--- src/rtl/accel_mem_master.sv ---
// accel_mem_master: reads a 64-byte block from an ACB slot, hands it to the
// hash engine, then writes the 32-byte digest back as eight 4-byte beats.
// Build option: ACCEL_MEM_BSWAP_EN byte-reverses each digest word before write.
module accel_mem_master #(
  parameter int unsigned MEM_SIZE   = 65536,
  parameter int unsigned RES_OFFSET = 64
) (
  input  logic         clk,
  input  logic         rst_n,
  input  logic         start,
  input  logic [15:0]  base_addr,
  output logic         busy,
  output logic         done,
  output logic         err,
  output logic [15:0]  accel_addr,
  output logic [31:0]  accel_wrt_data,
  output logic         accel_wrt_en,
  output logic         accel_rd_en,
  input  logic [511:0] accel_rd_data,
  input  logic         mem_err,
  input  logic         cpu_wrt_act,
  output logic         blk_valid,
  input  logic         blk_ready,
  output logic [511:0] blk_data,
  input  logic         hash_valid,
  output logic         hash_ready,
  input  logic [255:0] hash_data
);

  localparam logic [16:0] ADDR_LIMIT = 17'(MEM_SIZE - 64 - RES_OFFSET);
  localparam logic [15:0] RES_OFF16  = 16'(RES_OFFSET);

  typedef enum logic [2:0] {IDLE, READ, SEND, WAIT_HASH, WRITE, FIN} state_t;

  state_t         state_q, state_d;
  logic [15:0]    base_q, base_d;
  logic [511:0]   blk_q, blk_d;
  logic [255:0]   hash_q, hash_d;
  logic [2:0]     beat_q, beat_d;
  logic           err_q, err_d;
  logic [31:0]    word, wr_word;

  // State and datapath registers; reset aborts any operation without done
  always_ff @(posedge clk) begin
    if (!rst_n) begin
      state_q <= IDLE;
      base_q  <= '0;
      blk_q   <= '0;
      hash_q  <= '0;
      beat_q  <= '0;
      err_q   <= 1'b0;
    end else begin
      state_q <= state_d;
      base_q  <= base_d;
      blk_q   <= blk_d;
      hash_q  <= hash_d;
      beat_q  <= beat_d;
      err_q   <= err_d;
    end
  end

  // Select the current digest word, optionally byte-reversed
  always_comb begin
    word = hash_q[{beat_q, 5'b0} +: 32];
`ifdef ACCEL_MEM_BSWAP_EN
    wr_word = {word[7:0], word[15:8], word[23:16], word[31:24]};
`else
    wr_word = word;
`endif
  end

  // Next-state logic and memory/engine handshake outputs
  always_comb begin
    state_d        = state_q;
    base_d         = base_q;
    blk_d          = blk_q;
    hash_d         = hash_q;
    beat_d         = beat_q;
    err_d          = err_q;
    done           = 1'b0;
    accel_addr     = '0;
    accel_wrt_data = '0;
    accel_wrt_en   = 1'b0;
    accel_rd_en    = 1'b0;
    blk_valid      = 1'b0;
    hash_ready     = 1'b0;
    unique case (state_q)
      IDLE: begin
        if (start) begin
          base_d = base_addr;
          err_d  = 1'b0;
          if ({1'b0, base_addr} > ADDR_LIMIT) begin
            err_d   = 1'b1;
            state_d = FIN;
          end else begin
            state_d = READ;
          end
        end
      end
      READ: begin
        accel_rd_en = 1'b1;
        accel_addr  = base_q;
        blk_d       = accel_rd_data;
        if (mem_err) begin
          err_d   = 1'b1;
          state_d = FIN;
        end else begin
          state_d = SEND;
        end
      end
      SEND: begin
        blk_valid = 1'b1;
        if (blk_ready) state_d = WAIT_HASH;
      end
      WAIT_HASH: begin
        hash_ready = 1'b1;
        if (hash_valid) begin
          hash_d  = hash_data;
          beat_d  = '0;
          state_d = WRITE;
        end
      end
      WRITE: begin
        // Data stays on the bus through a CPU stall; the address only
        // appears while the strobe is high.
        accel_wrt_data = wr_word;
        accel_wrt_en   = !cpu_wrt_act;
        if (accel_wrt_en) begin
          accel_addr = base_q + RES_OFF16 + {11'b0, beat_q, 2'b00};
          if (mem_err) err_d = 1'b1;
          beat_d = beat_q + 3'd1;
          if (beat_q == 3'd7) state_d = FIN;
        end
      end
      FIN: begin
        done    = 1'b1;
        state_d = IDLE;
      end
      default: state_d = IDLE;
    endcase
  end

  assign busy     = (state_q != IDLE);
  assign err      = err_q;
  assign blk_data = blk_q;

endmodule

--- config.mk ---
export PLATFORM = sky130hd
export DESIGN_NAME = accel_mem_master
export DESIGN_NICKNAME = d
export VERILOG_FILES = /design/src/rtl/accel_mem_master.sv
export SDC_FILE = /design/constraint.sdc
export NUM_CORES = 2
export LEC_CHECK = 0
export CAP_MARGIN = 40
export CORE_AREA = 3 3 523 525
export DETAILED_ROUTE_END_ITERATION = 10
export DIE_AREA = 0 0 526 528
export MAX_ROUTING_LAYER = met4
export PLACE_DENSITY_LB_ADDON = 0.15
export SYNTH_ARGS = -nofsm -noshare
export SYNTH_HDL_FRONTEND = slang
export SYNTH_SLANG_ARGS = --single-unit
--- constraint.sdc ---
create_clock -name clk -period 3.55 [get_ports clk]
set_input_delay 0.71 -clock clk [delete_from_list [all_inputs] [get_ports clk]]
set_output_delay 0.71 -clock clk [all_outputs]
set_load 0.1 [all_outputs]
* Word level (Yosys, flattened, before mapping)
Index checks and enable logic that the tools add are counted.
Widths: inputs -> output; s select.
** Storage, ports and cells
- Flip-flop bits (word level) :: 791
- Input port bits :: 791
- Output and inout bits :: 567
- Word-level logic and storage cells :: 56
** Cells by class
- Add/sub/neg operators :: 3
- $lt $le $gt $ge :: 1
- Eq/ne operators :: 11
- Shift-type cells :: 1
- Mux-type cells :: 24
- Reductions and logical operators :: 10
** Operator list (count)
- $shiftx 256x9->32 :: 1
- $mux 32 :: 1
- $pmux 16 s2 :: 1
- $mux 3 :: 9
- $add 16x5->16 :: 1
- $add 16x7->16 const B :: 1
- $gt 16x16->1 const B :: 1
- $mux 16 :: 1
- $pmux 3 s5 :: 1
- $ne 2x2->1 const B :: 5
- $eq 3x3->1 const B :: 3
- $mux 1 :: 9
- $eq 3x2->1 const B :: 2
- $pmux 3 s2 :: 1
- $reduce_and 3->1 :: 2
- $reduce_bool 3->1 :: 2
- $reduce_and 5->1 :: 1
- $reduce_and 2->1 :: 2
- $add 3x1->3 const B :: 1
- $eq 3x1->1 const B :: 1
- $logic_not 3->1 :: 1
- $pmux 1 s3 :: 1
- $reduce_bool 2->1 :: 1
- $logic_not 1->1 :: 1

* Depth between registers and ports, before layout
- Depth in word-level cells :: 4
- Depth in mapped cells :: 8
- Gate-level depth less buffers :: 7

* Worst setup path before layout
OpenSTA, ideal clock, no wires.
- Kind :: input to output
- Start :: in cpu_wrt_act
- End :: out accel_addr[15]
- Data arrival time :: 4.491 ns
- Slack :: -1.651 ns
- Cell stages on the path :: 3
- Path buffers :: 1
- Cell sequence :: or4b_4 buf_6 o41ai_1
** Between the ends
- Word-level cells in the longest chain between the ends :: 2
** Ends and longest elaborated chain
- from (decl) :: line 21 : input logic cpu_wrt_act,
- $mux 16 :: line 128 : if (accel_wrt_en) begin
- $pmux 16 s2 :: line 87 : unique case (state_q)
- to (decl) :: line 15 : output logic [15:0] accel_addr,
Every way passes these cells.

* Final worst setup path
- Start :: reg beat_q[0]
- End :: out accel_addr[10]
** Between the ends
- Word-level cells in the longest chain between the ends :: 3
** Ends and longest elaborated chain
- from (decl) :: line 39 : logic [2:0] beat_q, beat_d;
- from (signal assigned) :: line 57 : beat_q <= beat_d;
- $add 16x5->16 :: line 129 : accel_addr = base_q + RES_OFF16 + {11'b0, beat_q, 2'b00};
- $mux 16 :: line 128
- $pmux 16 s2 :: line 87
Every way passes these cells.

==> PnR_summary.wiki <==
{| class="wikitable"
! Metric !! Value
|-
| Endpoints failing hold || 0
|-
| Fraction of power consumed by combinational cells || 26.1%
|-
| Maximum number of pins on one net before global-route repair || 150
|-
| Share of the clock period used by the worst path after layout || 100%
|-
| Critical Path Max Stage Delay || 0.36 ns
|-
| Clock root buffer master || clkbuf_16
|-
| Cell types occupying the most area after synthesis || dfxtp_1 (54%), nand2_1 (20%), a21oi_1 (13%)
|-
| Power Total || 28.5 mW
|-
| Category of the most critical setup path || reg2out
|-
| Top cell by count, worst path || buf_4
|-
| Detailed placer's ending HPWL || 175000 um
|-
| Via density || 3.55
|-
| Instance area at placement || 50700 um^2
|-
| Post-layout minimum cycle time || 3.56 ns
|-
| WP data arrival || 2.85 ns
|-
| GR Util All Layers || 15.5%
|-
| DRC violation count after routing || 0
|-
| Number of global-route vias before repair || 31964
|-
| Synth top area share || 53.6%
|-
| Type of the tightest min-delay check || reg2reg
|-
| Iteration-0 DRC count of the detailed router || 1486
|-
| Design internal power || 18.4 mW
|-
| Setup repair after global routing missed its margin || true
|-
| Number of iterations in the first detailed-routing pass || 5
|-
| Die ar. || 278000 um^2
|-
| Pins Over Slew Limit || 0
|-
| Clock tree from TritonCTS || built
|-
| Synth Instances || 3693
|-
| DRT Wirelength || 218000 um
|-
| Initial cell density of the core || 10.9%
|-
| Kind of capture point of the worst setup path || output port
|-
| Net switching power figure || 10.1 mW
|-
| Cells traversed along the worst timing path || buf_4 > ha_4 > inv_1 > fa_2 > nand2b_4 > a211oi_2 > buf_4 > a41oi_2 > a31oi_4 > buf_12
|-
| Power per Cell Area || 520 nW/um^2
|-
| Antenna Nets Post-Route || 0
|-
| Violations in the final reports || setup timing
|-
| Slowest stage cell on the critical path || dfxtp_4
|-
| Placer Congestion || 0.838
|-
| Number of buffers added to fix hold violations after cts || 0
|-
| Clk_lat worst skew || 0.75 ns
|-
| Via count of the routed design || 31487
|-
| Net Sw Frac || 35.5%
|-
| Status || finished with violations
|-
| Net count of the mapped netlist || 4490
|-
| Primary flip-flop cell chosen by synthesis mapping || dfxtp_1
|-
| Worst relative slew slack || 28.8%
|-
| Inserted Clock Buffers || 107
|-
| Highest clock rate || 281 MHz
|-
| Chip height || 528 um
|-
| Synthesized area || 29500 um^2
|-
| Number of warning messages in the yosys log || 0
|-
| Post-route setup slack || -0.00648 ns
|-
| Leakage power of the design || 19.2 nW
|-
| Element type at the critical path start || flip-flop
|-
| Clock tree sinks || 791
|-
| Total number of H-tree levels || 3
|-
| Fraction of registers with async set/reset || 0%
|-
| Post-synthesis average cell area || 7.99 um^2
|-
| Worst hold slack after final layout || 0.452 ns
|-
| Final setup violating endpoints || 1
|-
| Top Ports || 1358
|-
| Number of input and output port buffers inserted || 1357
|-
| Worst Tran Pin Value || 1.07 ns
|-
| Final instance area || 54800 um^2
|-
| Clock edge transition at the registers on the reported setup and hold paths || 0.06 ns
|-
| Number of nets in the finished design || 5912
|-
| Share of total power in the clock network || 40.1%
|-
| Post-synthesis cell type with the largest combined area || dfxtp_1
|-
| Flop and latch count out of synthesis || 791
|-
| Post-DR wirelength/cell || 24.6 um
|-
| Area of the core || 270000 um^2
|-
| Die extent in x || 526 um
|-
| Reported max-cap violation count || 0
|-
| Remaining Overflow, GRT || 0
|-
| Flop pwr share || 33.8%
|-
| Data required, critical path || 2.84 ns
|-
| Antenna violations before repair || 136
|-
| Number of buffers on the longest clock path || 3
|-
| Fraction of final layout cells with drive strength greater than 1 || 17.6%
|-
| Layout overhead on the synthesized area || 85.5%
|-
| Netlist cell types || 46
|-
| Row Count || 191
|-
| Wire length of the first global-routing pass || 289000 um
|-
| Sequential element share of the synthesized area || 53.6%
|-
| Max IR drop VDD || 0.456 mV
|-
| Max FO, Critical Path || 4
|-
| Post-synth EDFFs || 0
|-
| Worst clock skew on the final layout || 0.0477 ns
|}
[layer usage]
metal  wire length [um]  global-route usage (%)
met1              81200                    15.8
met2             105000                    25.9
met3              25800                    8.45
met4               6160                    3.85
met5                  0                       -
[cell families (layout without fill, tap and decap cells)]
kind of cell,Yosys count,after routing,synth area share [%]
other,0,100,0
AND/OR/NAND/NOR,1665,1665,21.6
AO/OA/AOI/OAI,828,828,14.3
flip-flops,791,791,53.6
multiplexers,99,99,6.07
buffers and inverters,304,1814,4.19
adder cells (fa/ha/maj),6,6,0.280
[repair_timing]
action / CTS / global route
pin swaps: 1 / 0
endpoints found under the setup margin: 33 / 32
resized for setup: 9 / 10
buffers inserted: 0 / 8
[synth_stat cells, types with 2 or more instances]
master    number
and3_1         2
dfxtp_1      791
a211oi_1       3
mux2i_1       34
nand2_1     1580
nor2_1        43
mux4_2        64
clkbuf_1     223
buf_1          5
buf_2         64
or3_1          3
a21o_1         3
o21ai_0        9
inv_1          8
nand2b_1       2
nand4_1        3
a22o_1         2
nand3_1        9
buf_6          2
or4_1          3
a31oi_1        6
and2_1         3
o211ai_1       4
nor3b_1        3
inv_2          2
nor3_1         5
a21oi_1      792
o41ai_1        2
ha_1           5
a22oi_1        2
[power by group through the flow]
| stage | logic, mW | clock network (mW) | registers, mW |
|---|---|---|---|
| global route | 7.80 | 12.2 | 9.68 |
| floorplan | 1.21 | 0 | 12.7 |
| finish | 7.45 | 11.4 | 9.63 |
| CTS | 7.60 | 12.0 | 9.63 |
| global placement | 6.93 | 0 | 9.80 |
| detailed placement | 7.57 | 0 | 9.81 |
[state kept, by name, summed over array words and instances, names as in the netlist]
signal / flops
err: 1
state_q: 3
blk_data: 512
base_q: 16
beat_q: 3
hash_q: 256
[cells in the final DEF (no fill, tap or decap), types with 7 or more instances in the layout]
cell | Yosys | layout
buf_16 | 0 | 103
dfxtp_1 | 791 | 785
mux2i_1 | 34 | 34
nor2_1 | 43 | 42
mux4_2 | 64 | 64
nand2_1 | 1580 | 1580
clkbuf_8 | 0 | 22
clkinv_2 | 0 | 16
inv_1 | 8 | 8
clkbuf_16 | 0 | 107
clkbuf_1 | 223 | 32
buf_4 | 0 | 422
nand3_1 | 9 | 7
bufinv_16 | 0 | 9
diode_2 | 0 | 100
a21oi_1 | 792 | 791
clkdlybuf4s50_1 | 0 | 948
buf_12 | 0 | 78
buf_8 | 0 | 56
[through the flow]
step	setup TNS [ns]	util [%]	worst slack [ns]	cells
detailed placement	0	18.8	0.0595	8568
finish	-0.00648	20.3	-0.00648	8873
global placement	0	17.4	0.0122	8410
global route	-3.18	20.3	-0.180	8869
floorplan	-0.401	-	-0.314	3693
CTS	-1.42	20.2	-0.124	8765
[cell type report]
cell class              count  area [um^2]
diodes                    100          250
clock buffers             161         3100
clock inverters            36          572
fillers                 29818       215000
inverters                  10         52.6
multi-input cells        2598        12600
flip-flops and latches    791        15900
well taps                3570         4470
repair buffers           1607        17900
[final timing paths]
path / start / endpoint / slack [ns] / cells past startpoint
max: beat_q[0]$_SDFFE_PN0P_ / accel_addr[10] / -0.006 / 10
min: hash_q[100]$_SDFFE_PN0P_ / hash_q[100]$_SDFFE_PN0P_ / 0.45 / 2
max reg2reg: state_q[0]$_SDFFE_PN0P_ / blk_data[131]$_SDFFE_PN0P_ / 0.95 / 5
min reg2reg: hash_q[100]$_SDFFE_PN0P_ / hash_q[100]$_SDFFE_PN0P_ / 0.45 / 2
[worst max-delay path: cells and delay by family (launching register included)]
kind	cells	cell delay, ns
compound gates	3	0.59
buf+inv	4	0.58
simple gates	1	0.16
flops	1	0.36
fa+ha+maj	2	0.46
Power figures use the tool's default switching activity.
